## src/rtl/id_ex_decode_if.sv

```systemverilog
// Decode-stage bus: fetch handshake and flush in, registered EX controls out.
// Master is the surrounding pipeline, slave is id_ex_decode.
interface id_ex_decode_if #(
  parameter int unsigned XLEN = 32
);
  logic            id_valid;
  logic            id_ready;
  logic [31:0]     id_inst;
  logic [XLEN-1:0] id_pc;
  logic            flush;
  logic            ex_ready;
  logic            ex_valid;
  logic [3:0]      ex_alusel;
  logic            ex_a_sel;
  logic            ex_b_sel;
  logic [XLEN-1:0] ex_imm;
  logic [XLEN-1:0] ex_pc;
  logic [4:0]      ex_rs1;
  logic [4:0]      ex_rs2;
  logic [4:0]      ex_rd;
  logic [2:0]      ex_funct3;
  logic            ex_regwen;
  logic            ex_memren;
  logic            ex_memwen;
  logic [1:0]      ex_wbsel;
  logic            ex_illegal;

  modport master (
    output id_valid, id_inst, id_pc, flush, ex_ready,
    input  id_ready, ex_valid, ex_alusel, ex_a_sel, ex_b_sel, ex_imm, ex_pc,
           ex_rs1, ex_rs2, ex_rd, ex_funct3, ex_regwen, ex_memren, ex_memwen,
           ex_wbsel, ex_illegal
  );

  modport slave (
    input  id_valid, id_inst, id_pc, flush, ex_ready,
    output id_ready, ex_valid, ex_alusel, ex_a_sel, ex_b_sel, ex_imm, ex_pc,
           ex_rs1, ex_rs2, ex_rd, ex_funct3, ex_regwen, ex_memren, ex_memwen,
           ex_wbsel, ex_illegal
  );
endinterface

```

## src/rtl/id_ex_decode.sv

```systemverilog
// RV32I decode + ID/EX register: one-cycle latency from id handshake to ex_* fields.
// id_ready falls only while a held entry is stalled by EX; flush drops both the load and the held entry.
module id_ex_decode #(
  parameter int unsigned     XLEN     = 32,
  parameter logic [XLEN-1:0] RESET_PC = 32'h0100_0000
) (
  input logic           clock,
  input logic           reset,
  id_ex_decode_if.slave bus
);
  localparam logic [6:0] OPC_LUI    = 7'b0110111;
  localparam logic [6:0] OPC_AUIPC  = 7'b0010111;
  localparam logic [6:0] OPC_JAL    = 7'b1101111;
  localparam logic [6:0] OPC_JALR   = 7'b1100111;
  localparam logic [6:0] OPC_BRANCH = 7'b1100011;
  localparam logic [6:0] OPC_LOAD   = 7'b0000011;
  localparam logic [6:0] OPC_STORE  = 7'b0100011;
  localparam logic [6:0] OPC_OPIMM  = 7'b0010011;
  localparam logic [6:0] OPC_OP     = 7'b0110011;
  localparam logic [6:0] F7_BASE    = 7'b0000000;
  localparam logic [6:0] F7_ALT     = 7'b0100000;

  typedef enum logic [3:0] {
    ALU_OR   = 4'b0000, ALU_JAL  = 4'b0001, ALU_JALR = 4'b0010, ALU_BR   = 4'b0011,
    ALU_SUB  = 4'b0100, ALU_SLTU = 4'b0110, ALU_SRL  = 4'b0111, ALU_ADD  = 4'b1000,
    ALU_LUI  = 4'b1001, ALU_XOR  = 4'b1010, ALU_SRA  = 4'b1011, ALU_SLT  = 4'b1100,
    ALU_SLL  = 4'b1110, ALU_AND  = 4'b1111
  } alusel_e;

  typedef struct packed {
    logic [3:0]      alusel;
    logic            a_sel;
    logic            b_sel;
    logic [XLEN-1:0] imm;
    logic [XLEN-1:0] pc;
    logic [4:0]      rs1;
    logic [4:0]      rs2;
    logic [4:0]      rd;
    logic [2:0]      funct3;
    logic            regwen;
    logic            memren;
    logic            memwen;
    logic [1:0]      wbsel;
    logic            illegal;
  } ex_t;

  localparam ex_t EX_RST = '{pc: RESET_PC, default: '0};

  function automatic logic [XLEN-1:0] xl(input logic [31:0] v);
    return XLEN'($signed(v));
  endfunction

  // Operation selected by funct3 when funct7 is the base encoding.
  function automatic logic [3:0] base_alu(input logic [2:0] f3);
    case (f3)
      3'b000:  return ALU_ADD;
      3'b001:  return ALU_SLL;
      3'b010:  return ALU_SLT;
      3'b011:  return ALU_SLTU;
      3'b100:  return ALU_XOR;
      3'b101:  return ALU_SRL;
      3'b110:  return ALU_OR;
      default: return ALU_AND;
    endcase
  endfunction

  logic [31:0] inst;
  logic [6:0]  opc;
  logic [6:0]  f7;
  logic [2:0]  f3;
  logic [4:0]  rs1;
  logic [4:0]  rs2;
  logic [4:0]  rd;
  logic [31:0] imm_i, imm_s, imm_b, imm_u, imm_j, imm_sh;

  assign inst   = bus.id_inst;
  assign opc    = inst[6:0];
  assign f3     = inst[14:12];
  assign f7     = inst[31:25];
  assign rd     = inst[11:7];
  assign rs1    = inst[19:15];
  assign rs2    = inst[24:20];
  assign imm_i  = {{20{inst[31]}}, inst[31:20]};
  assign imm_s  = {{20{inst[31]}}, inst[31:25], inst[11:7]};
  assign imm_b  = {{19{inst[31]}}, inst[31], inst[7], inst[30:25], inst[11:8], 1'b0};
  assign imm_u  = {inst[31:12], 12'b0};
  assign imm_j  = {{11{inst[31]}}, inst[31], inst[19:12], inst[20], inst[30:21], 1'b0};
  assign imm_sh = {27'b0, inst[24:20]};

  ex_t  ex_d;
  ex_t  ex_q;
  logic bad;
  logic vld_d;
  logic vld_q;
  logic load;

  always_comb begin
    ex_d        = '0;
    bad         = 1'b0;
    ex_d.pc     = bus.id_pc;
    ex_d.funct3 = f3;
    ex_d.alusel = ALU_ADD;
    case (opc)
      OPC_LUI: begin
        ex_d.alusel = ALU_LUI;
        ex_d.b_sel  = 1'b1;
        ex_d.imm    = xl(imm_u);
        ex_d.rd     = rd;
        ex_d.regwen = 1'b1;
      end
      OPC_AUIPC: begin
        ex_d.a_sel  = 1'b1;
        ex_d.b_sel  = 1'b1;
        ex_d.imm    = xl(imm_u);
        ex_d.rd     = rd;
        ex_d.regwen = 1'b1;
      end
      OPC_JAL: begin
        ex_d.alusel = ALU_JAL;
        ex_d.a_sel  = 1'b1;
        ex_d.b_sel  = 1'b1;
        ex_d.imm    = xl(imm_j);
        ex_d.rd     = rd;
        ex_d.regwen = 1'b1;
        ex_d.wbsel  = 2'b10;
      end
      OPC_JALR: begin
        bad         = (f3 != 3'b000);
        ex_d.alusel = ALU_JALR;
        ex_d.b_sel  = 1'b1;
        ex_d.imm    = xl(imm_i);
        ex_d.rs1    = rs1;
        ex_d.rd     = rd;
        ex_d.regwen = 1'b1;
        ex_d.wbsel  = 2'b10;
      end
      OPC_BRANCH: begin
        bad         = (f3[2:1] == 2'b01);
        ex_d.alusel = ALU_BR;
        ex_d.a_sel  = 1'b1;
        ex_d.b_sel  = 1'b1;
        ex_d.imm    = xl(imm_b);
        ex_d.rs1    = rs1;
        ex_d.rs2    = rs2;
      end
      OPC_LOAD: begin
        bad         = (f3 == 3'b011) || (f3[2:1] == 2'b11);
        ex_d.b_sel  = 1'b1;
        ex_d.imm    = xl(imm_i);
        ex_d.rs1    = rs1;
        ex_d.rd     = rd;
        ex_d.regwen = 1'b1;
        ex_d.memren = 1'b1;
        ex_d.wbsel  = 2'b01;
      end
      OPC_STORE: begin
        bad         = f3[2] || (f3[1:0] == 2'b11);
        ex_d.b_sel  = 1'b1;
        ex_d.imm    = xl(imm_s);
        ex_d.rs1    = rs1;
        ex_d.rs2    = rs2;
        ex_d.memwen = 1'b1;
      end
      OPC_OPIMM: begin
        ex_d.alusel = base_alu(f3);
        ex_d.b_sel  = 1'b1;
        ex_d.imm    = xl(imm_i);
        ex_d.rs1    = rs1;
        ex_d.rd     = rd;
        ex_d.regwen = 1'b1;
        // Shift-immediates reuse the funct7 slot, so it must be validated here.
        if (f3 == 3'b001) begin
          ex_d.imm = xl(imm_sh);
          bad      = (f7 != F7_BASE);
        end else if (f3 == 3'b101) begin
          ex_d.imm = xl(imm_sh);
          if (f7 == F7_ALT) ex_d.alusel = ALU_SRA;
          else              bad         = (f7 != F7_BASE);
        end
      end
      OPC_OP: begin
        ex_d.alusel = base_alu(f3);
        ex_d.rs1    = rs1;
        ex_d.rs2    = rs2;
        ex_d.rd     = rd;
        ex_d.regwen = 1'b1;
        if (f7 == F7_ALT) begin
          if (f3 == 3'b000)      ex_d.alusel = ALU_SUB;
          else if (f3 == 3'b101) ex_d.alusel = ALU_SRA;
          else                   bad         = 1'b1;
        end else if (f7 != F7_BASE) begin
          bad = 1'b1;
        end
      end
      default: bad = 1'b1;
    endcase
    if (bad) begin
      ex_d         = '0;
      ex_d.pc      = bus.id_pc;
      ex_d.funct3  = f3;
      ex_d.alusel  = ALU_ADD;
      ex_d.illegal = 1'b1;
    end
    if (ex_d.rd == 5'd0) ex_d.regwen = 1'b0;
  end

  assign bus.id_ready = !vld_q || bus.ex_ready;
  assign load         = bus.id_valid && bus.id_ready && !bus.flush;
  assign vld_d        = !bus.flush && (load || (vld_q && !bus.ex_ready));

  // Data fields only move on a load, so stall and drain both leave them untouched.
  always_ff @(posedge clock) begin
    if (reset) begin
      vld_q <= 1'b0;
      ex_q  <= EX_RST;
    end else begin
      vld_q <= vld_d;
      if (load) ex_q <= ex_d;
    end
  end

  assign bus.ex_valid   = vld_q;
  assign bus.ex_alusel  = ex_q.alusel;
  assign bus.ex_a_sel   = ex_q.a_sel;
  assign bus.ex_b_sel   = ex_q.b_sel;
  assign bus.ex_imm     = ex_q.imm;
  assign bus.ex_pc      = ex_q.pc;
  assign bus.ex_rs1     = ex_q.rs1;
  assign bus.ex_rs2     = ex_q.rs2;
  assign bus.ex_rd      = ex_q.rd;
  assign bus.ex_funct3  = ex_q.funct3;
  assign bus.ex_regwen  = ex_q.regwen;
  assign bus.ex_memren  = ex_q.memren;
  assign bus.ex_memwen  = ex_q.memwen;
  assign bus.ex_wbsel   = ex_q.wbsel;
  assign bus.ex_illegal = ex_q.illegal;
endmodule
```

## src/flat_wrapper.sv

```systemverilog
// flat-port wrapper written by rule: the top's interface ports become plain ports
module id_ex_decode_flat 
#(
  parameter int unsigned     XLEN     = 32,
  parameter logic [XLEN-1:0] RESET_PC = 32'h0100_0000
)
  (clock, reset, bus_id_valid, bus_id_inst, bus_id_pc, bus_flush, bus_ex_ready, bus_id_ready, bus_ex_valid, bus_ex_alusel, bus_ex_a_sel, bus_ex_b_sel, bus_ex_imm, bus_ex_pc, bus_ex_rs1, bus_ex_rs2, bus_ex_rd, bus_ex_funct3, bus_ex_regwen, bus_ex_memren, bus_ex_memwen, bus_ex_wbsel, bus_ex_illegal);
  id_ex_decode_if #(.XLEN(XLEN)) bus_i ();
  input logic clock;
  input logic reset;
  input wire logic [$bits(bus_i.id_valid)-1:0] bus_id_valid;
  input wire logic [$bits(bus_i.id_inst)-1:0] bus_id_inst;
  input wire logic [$bits(bus_i.id_pc)-1:0] bus_id_pc;
  input wire logic [$bits(bus_i.flush)-1:0] bus_flush;
  input wire logic [$bits(bus_i.ex_ready)-1:0] bus_ex_ready;
  output wire logic [$bits(bus_i.id_ready)-1:0] bus_id_ready;
  output wire logic [$bits(bus_i.ex_valid)-1:0] bus_ex_valid;
  output wire logic [$bits(bus_i.ex_alusel)-1:0] bus_ex_alusel;
  output wire logic [$bits(bus_i.ex_a_sel)-1:0] bus_ex_a_sel;
  output wire logic [$bits(bus_i.ex_b_sel)-1:0] bus_ex_b_sel;
  output wire logic [$bits(bus_i.ex_imm)-1:0] bus_ex_imm;
  output wire logic [$bits(bus_i.ex_pc)-1:0] bus_ex_pc;
  output wire logic [$bits(bus_i.ex_rs1)-1:0] bus_ex_rs1;
  output wire logic [$bits(bus_i.ex_rs2)-1:0] bus_ex_rs2;
  output wire logic [$bits(bus_i.ex_rd)-1:0] bus_ex_rd;
  output wire logic [$bits(bus_i.ex_funct3)-1:0] bus_ex_funct3;
  output wire logic [$bits(bus_i.ex_regwen)-1:0] bus_ex_regwen;
  output wire logic [$bits(bus_i.ex_memren)-1:0] bus_ex_memren;
  output wire logic [$bits(bus_i.ex_memwen)-1:0] bus_ex_memwen;
  output wire logic [$bits(bus_i.ex_wbsel)-1:0] bus_ex_wbsel;
  output wire logic [$bits(bus_i.ex_illegal)-1:0] bus_ex_illegal;
  assign bus_i.id_valid = bus_id_valid;
  assign bus_i.id_inst = bus_id_inst;
  assign bus_i.id_pc = bus_id_pc;
  assign bus_i.flush = bus_flush;
  assign bus_i.ex_ready = bus_ex_ready;
  assign bus_id_ready = bus_i.id_ready;
  assign bus_ex_valid = bus_i.ex_valid;
  assign bus_ex_alusel = bus_i.ex_alusel;
  assign bus_ex_a_sel = bus_i.ex_a_sel;
  assign bus_ex_b_sel = bus_i.ex_b_sel;
  assign bus_ex_imm = bus_i.ex_imm;
  assign bus_ex_pc = bus_i.ex_pc;
  assign bus_ex_rs1 = bus_i.ex_rs1;
  assign bus_ex_rs2 = bus_i.ex_rs2;
  assign bus_ex_rd = bus_i.ex_rd;
  assign bus_ex_funct3 = bus_i.ex_funct3;
  assign bus_ex_regwen = bus_i.ex_regwen;
  assign bus_ex_memren = bus_i.ex_memren;
  assign bus_ex_memwen = bus_i.ex_memwen;
  assign bus_ex_wbsel = bus_i.ex_wbsel;
  assign bus_ex_illegal = bus_i.ex_illegal;
  id_ex_decode #(.XLEN(XLEN), .RESET_PC(RESET_PC)) u_core (.clock(clock), .reset(reset), .bus(bus_i));
endmodule
```

## config.mk

```make
export PLATFORM = sky130hd
export DESIGN_NAME = id_ex_decode_flat
export DESIGN_NICKNAME = d
export VERILOG_FILES = /design/src/rtl/id_ex_decode_if.sv /design/src/rtl/id_ex_decode.sv /design/src/flat_wrapper.sv
export SDC_FILE = /design/constraint.sdc
export NUM_CORES = 1
export LEC_CHECK = 0
export ABC_AREA = 1
export ABC_CLOCK_PERIOD_IN_PS = 5300
export CORE_MARGIN = 5
export CORE_UTILIZATION = 47
export DETAILED_ROUTE_END_ITERATION = 16
export HOLD_SLACK_MARGIN = 0.08
export PLACE_DENSITY = 0.95
export SYNTH_ARGS = -nofsm -noshare
export SYNTH_HDL_FRONTEND = slang
export SYNTH_SLANG_ARGS = --single-unit
```

## constraint.sdc

```tcl
create_clock -name clock -period 5.3 [get_ports clock]
set_input_delay 1.06 -clock clock [delete_from_list [all_inputs] [get_ports clock]]
set_output_delay 1.06 -clock clock [all_outputs]
set_load 0.01 [all_outputs]
```

* Word-level counts from Yosys, hierarchy flattened
Index checks and enable logic that the tools add are counted.
Storage, ports and cells: flip-flop bits (word level) 95, input bits 69, output and inout bits 96, word-level logic and storage cells 86
Cells by class: eq/ne operators 19, multiplexer cells 29, reductions and logical operators 23
Operators with widths (number):
- one-hot mux 33 bit (6 select lines) | 1
- two-way mux 94 bit | 1
- two-way mux 32 bit | 2
- == test 7 x 6 -> 1 bit (second input constant) | 4
- one-hot mux 4 bit (7 select lines) | 1
- two-way mux 4 bit | 6
- one-hot mux 4 bit (6 select lines) | 1
- == test 7 bit (second input constant) | 3
- two-way mux 5 bit | 3
- == test 7 x 5 -> 1 bit (second input constant) | 2
- two-way mux 1 bit | 12
- == test 3 bit (second input constant) | 3
- OR reduction 3 bit | 3
- == test 7 x 2 -> 1 bit (second input constant) | 1
- one-hot mux 1 bit (7 select lines) | 1
- nonzero test 7 bit | 1
- OR reduction 7 bit | 1
- == test 3 x 2 -> 1 bit (second input constant) | 2
- OR reduction 2 bit | 3
- OR reduction 6 bit | 1
- logical NOT 5 bit | 1
- == test 2 bit (second input constant) | 2
- logical AND 1 bit | 4
- logical OR 1 bit | 4
- 6 further kinds | 8

* Depth between registers and ports, before layout
word-level depth 9, depth in mapped cells 13, depth with buffers taken out 12

* Worst setup path after synthesis
No wires, ideal clock.
kind input -> register, from in bus_id_inst[4], to reg u_core.ex_q (netlist bit u_core.bus.ex_b_sel), setup time 0.130 ns, arrival 2.386 ns, required time 5.170 ns, slack 2.784 ns, stages 10, path buffers 1, path through inv_2 > nand3_2 > inv_1 > nand2_1 > nand2_1 > nor4_1 > nor2_4 > buf_6 > a21oi_1 > nor2_1
Between the ends: longest elaborated chain between the ends 4, elaborated cells between the ends (all ways) 15, those cells by class eq/ne: 9; mux: 3; reduce/logical: 3
Ends and longest elaborated chain:
- start, declared | RTL line flat_wrapper.sv:12 | input wire logic [$bits(bus_i.id_inst)-1:0] bus_id_inst;
- == test 7 x 6 -> 1 bit (tied with other cells) | RTL line id_ex_decode.sv:103 | case (opc)
- OR reduction 3 bit (no line) / OR reduction 2 bit (equally long branches)
- one-hot mux 1 bit (7 select lines) / one-hot mux 33 bit (6 select lines) (equally long branches) | RTL line id_ex_decode.sv:103
- two-way mux 94 bit * | RTL line id_ex_decode.sv:197 | if (bad) begin
- end signal, assigned | RTL line id_ex_decode.sv:215 | ex_q <= EX_RST;
- end signal, assigned | RTL line id_ex_decode.sv:218 | if (load) ex_q <= ex_d;
- end, declared | RTL line id_ex_decode.sv:91 | ex_t ex_q;
Every way passes the cells marked *; elsewhere a longest branch is shown, timed or not. A chain may end at the register's enable or synchronous reset.

* Final worst setup path
from in bus_id_inst[5], to reg u_core.ex_q (netlist bit u_core.bus.ex_imm[12])
Same word-level chain as after synthesis.

==> summary by stage <==
Critical path
Broken down by cell family, the worst path's largest delay share belongs to simple AND/OR/NAND/NOR gates. The slowest library cell on the worst path is nor2_4. Data on the critical path arrives at its endpoint at 3.82 ns. The worst setup path is captured at a flop. Tracing the worst setup path back leads to its startpoint at bus_id_inst[5]. The nature of the critical path startpoint is an input pin. The number of buffers and inverters on the critical path is 1.

The largest driver fanout on the critical path is 33. The critical path in this run is classified as in2reg. The launch instance of the worst register-to-register path is u_core.bus.ex_valid$_SDFF_PP0_. The register-to-register setup slack is about 2.9 ns. The peak per-stage delay on the critical path is 0.64 ns.

Data on the critical path is required at its endpoint by roughly 5.6 ns. Walking the worst path, the cells encountered are clkdlybuf4s50_1 > nand3_2 > nor2_2 > nor2_2 > nand3_2 > nand2_4 > nor2_8 > nand2_4 > nor2_4 > o21ai_0 > a21oi_1.

Power
The share of total power dissipated in the clock network is 0.314. Of the total power, combinational logic draws 0.151. The share of total power dissipated in sequential elements is 0.534.

The total internal power is ~1000 uW. The switching share of power is 0.2721. For this design the static power due to leakage is around 0.0023 uW.

Across the VDD grid, the largest voltage drop is 0.1695 mV. Total power for the finished layout comes to around 1400 uW. For this design the total switching power over the nets is 375.8 uW. In this run the power density over the cells is around 230 mW/mm2.

STA
The time the worst path needs with I/O delays and setup is ~3.6 ns. The final number of max-transition violations was 0. The transition time at the pin with the least slew margin is ~1.1 ns. The final number of hold-violating endpoints is 0. Once routing completed, OpenROAD measured the worst setup slack at approximately 1.7 ns. The final worst clock skew is around 0.014 ns. Based on the critical path, the design can be clocked at up to between 0.2 and 0.3 GHz.

After routing, the total negative slack on setup checks comes to 0 ns. In the finished design, the share of the clock period the worst path needs comes to 0.6710. Headroom to the max-slew limit came out at 0.2602. The worst hold slack is roughly 0.47 ns. Setup violations remaining at the end of the flow were counted as 0.

Setup repair after global routing left no endpoint under its margin.

Floorplanning
The horizontal die dimension is ~100 um. The die covers ~0.011 mm2. The area inside the core boundary is just under 0.009 mm2. During I/O placement, the number of pins put on the boundary was around 170.

The initial core utilization is 0.4801. The die is ~100 um tall. In this run the core area contains 34 standard-cell rows.

Layout
The share of layout cells above drive strength 1 is 0.07651. The net count of the finished layout is 809. The commonest non-fill, non-tap cell in the layout is clkdlybuf4s50_1. The repair_antennas step left the layout with diodes totalling 0. The count of filler cells inserted in the layout is around 720.

From synthesis to final layout, the design area changed by 43.69%. In the layout the commonest cells are clkdlybuf4s50_1 (163), nand2_1 (130), nor2_1 (100).

Detailed routing
The iteration count of the initial detailed-routing pass is 5. In the final routed layout, each cell accounts on average for ~16 um. The total via count after detailed routing is between 4000 and 5000.

Dividing the detail-routed via count by the number of cells gives 5.421. The count of antenna-violating nets left after detailed routing is 0. The first routing iteration left between 300 and 400 violations. The total wire length after detailed routing is approximately 14000 um. The remaining routing DRC violations is 0.

Synth
After synthesis the netlist holds a flip-flop and latch count of 94. The sequential area share after synthesis is 0.4495. The summed instance area of the synthesized netlist is between 0.004 and 0.005 mm2. The number of nets in the synthesized netlist is between 600 and 700. The number of standard cells after synthesis is approximately 600. The biggest area contributor in the post-synthesis netlist is dfxtp_1.

The number of different library cells in the post-synthesis netlist is 33. The fraction of registers with async set or reset after synthesis is 0. The number of synthesis warnings is 0. In the synthesized netlist the dominant register cell turns out to be dfxtp_1.

In this run, synthesis inferred 0 flip-flops with an integrated enable. The synthesized area per cell is approximately 7.1 um2. The share of Yosys cell area claimed by the top area cell type is 0.4495. After synthesis, the cell types taking the most area are dfxtp_1 (45%), nand2_1 (12%), nor2_1 (9.0%).

Place
The count of buffers inserted at the top-level ports is about 160. Prior to clock tree synthesis, the placed netlist has a worst setup slack of between 1 and 1.5 ns. The routability congestion estimate is 0.9196. The estimated wirelength of the detail-placed design is 10540 um.

GRT
For this run, the total global-route usage over all layers was measured as 0.2511. The residual overflow from global routing is 0. The initial antenna violation count is 0.

The via count of the first global-routing pass is around 4500. The first global-routing pass estimated ~23000 um of wire. Entering global routing, the biggest net connects 54 pins.

Clock network
Clock-pin slew was measured on the worst setup and hold paths at 0.10 ns. The clock passes through at most 2 buffers. TritonCTS built the clock tree. The post-cts hold buffer count is 0.

The CTS buffer count is 9. The clock insertion delay at the later pin of the skew report is 0.36 ns. Buffers added to address setup during post-CTS repair amount to 0.

The number of gates resized after CTS is 0. The clock net in this run drives a total of 94 sinks. CTS built an H-tree with a depth of 3. The cell sitting at the root of the clock tree is a clkbuf_8.

Flow run
The tool flagged a number of max-cap violations equal to 0.

Min path
The origin of the worst min-delay path is u_core.bus.ex_imm[29]$_SDFFE_PP0P_. The worst hold path class is reg2reg.

Run status
The flow ran to the end, and the final reports show no timing, DRC or antenna violations.
==> power groups by stage <==
stage	combinational, uW	clock, uW	sequential (uW)
after floorplan	71.9	0	764
after global placement	203	0	753
after detailed placement	207	0	754
after CTS	209	440	738
after global routing	225	479	741
final	209	434	738
==> final timing paths <==
check	depth (start not counted)	endpoint
min reg2reg	2	u_core.bus.ex_imm[29]$_SDFFE_PP0P_
min	2	u_core.bus.ex_imm[29]$_SDFFE_PP0P_
max reg2reg	8	u_core.bus.ex_imm[2]$_SDFFE_PP0P_
max	11	u_core.bus.ex_imm[12]$_SDFFE_PP0P_
==> layer usage <==
layer | global-route usage | part of all wire
met5 | 0 | 0
met4 | 0.1027 | 0.028
met3 | 0.05276 | 0.059
met2 | 0.4244 | 0.49
met1 | 0.3089 | 0.42
==> area by class of cell <==
| cell class | count | area, um2 | share of cell area |
|---|---|---|---|
| clock buffers | 11 | 131.4 | 0.02184 |
| clock inverters | 5 | 43.79 | 0.007280 |
| inverters | 33 | 123.9 | 0.02059 |
| multi-input cells | 435 | 2041 | 0.3392 |
| flip-flops and latches | 94 | 1882 | 0.3128 |
| well taps | 108 | 135.1 | 0.02246 |
| repair buffers | 167 | 1659 | 0.2758 |
==> state kept, by name (all words and copies together) (netlist names) <==
| name | cells |
|---|---|
| u_core.bus.ex_valid | 1 |
| u_core.bus.ex_funct3 | 3 |
| u_core.bus.ex_illegal | 1 |
| u_core.bus.ex_regwen | 1 |
| u_core.bus.ex_a_sel | 1 |
| u_core.bus.ex_rs1 | 5 |
| u_core.bus.ex_imm | 32 |
| u_core.bus.ex_memwen | 1 |
| u_core.bus.ex_wbsel | 2 |
| u_core.bus.ex_rs2 | 5 |
| u_core.bus.ex_pc | 32 |
| u_core.bus.ex_b_sel | 1 |
| u_core.bus.ex_rd | 5 |
| u_core.bus.ex_alusel | 4 |
==> tightest hold or removal path, cell delays in order (launching register included) <==
cell and delay (ns):
dfxtp_1 0.32, nand2_1 0.06, a21oi_1 0.06
==> cell usage after synthesis, drive strengths merged, types with 2 or more instances <==
cell	n
nand4	3
a21oi	61
inv	33
o21ai	61
nand3	40
o211ai	2
dfxtp	94
nor3	6
nand2	142
nor2	108
clkbuf	23
o22ai	4
buf	7
==> per-stage QoR <==
stage                     cell area [um2]  instances  utilization
final                                6016        853       0.6898
after global routing                 6016        853       0.6898
after CTS                            6016        853       0.6898
after detailed placement             5841        837       0.6697
after global placement               5841        837       0.6697
after floorplan                      4187        592            -
==> logic make-up (layout without fill, tap and decap cells) <==
logic type	count (synthesis)	in the layout	share of synthesized area
simple gates	302	302	0.3120
buf+inv	63	216	0.06455
flops	94	94	0.4495
compound gates	133	133	0.1739
Note: power is estimated with default switching activity, not from simulation.
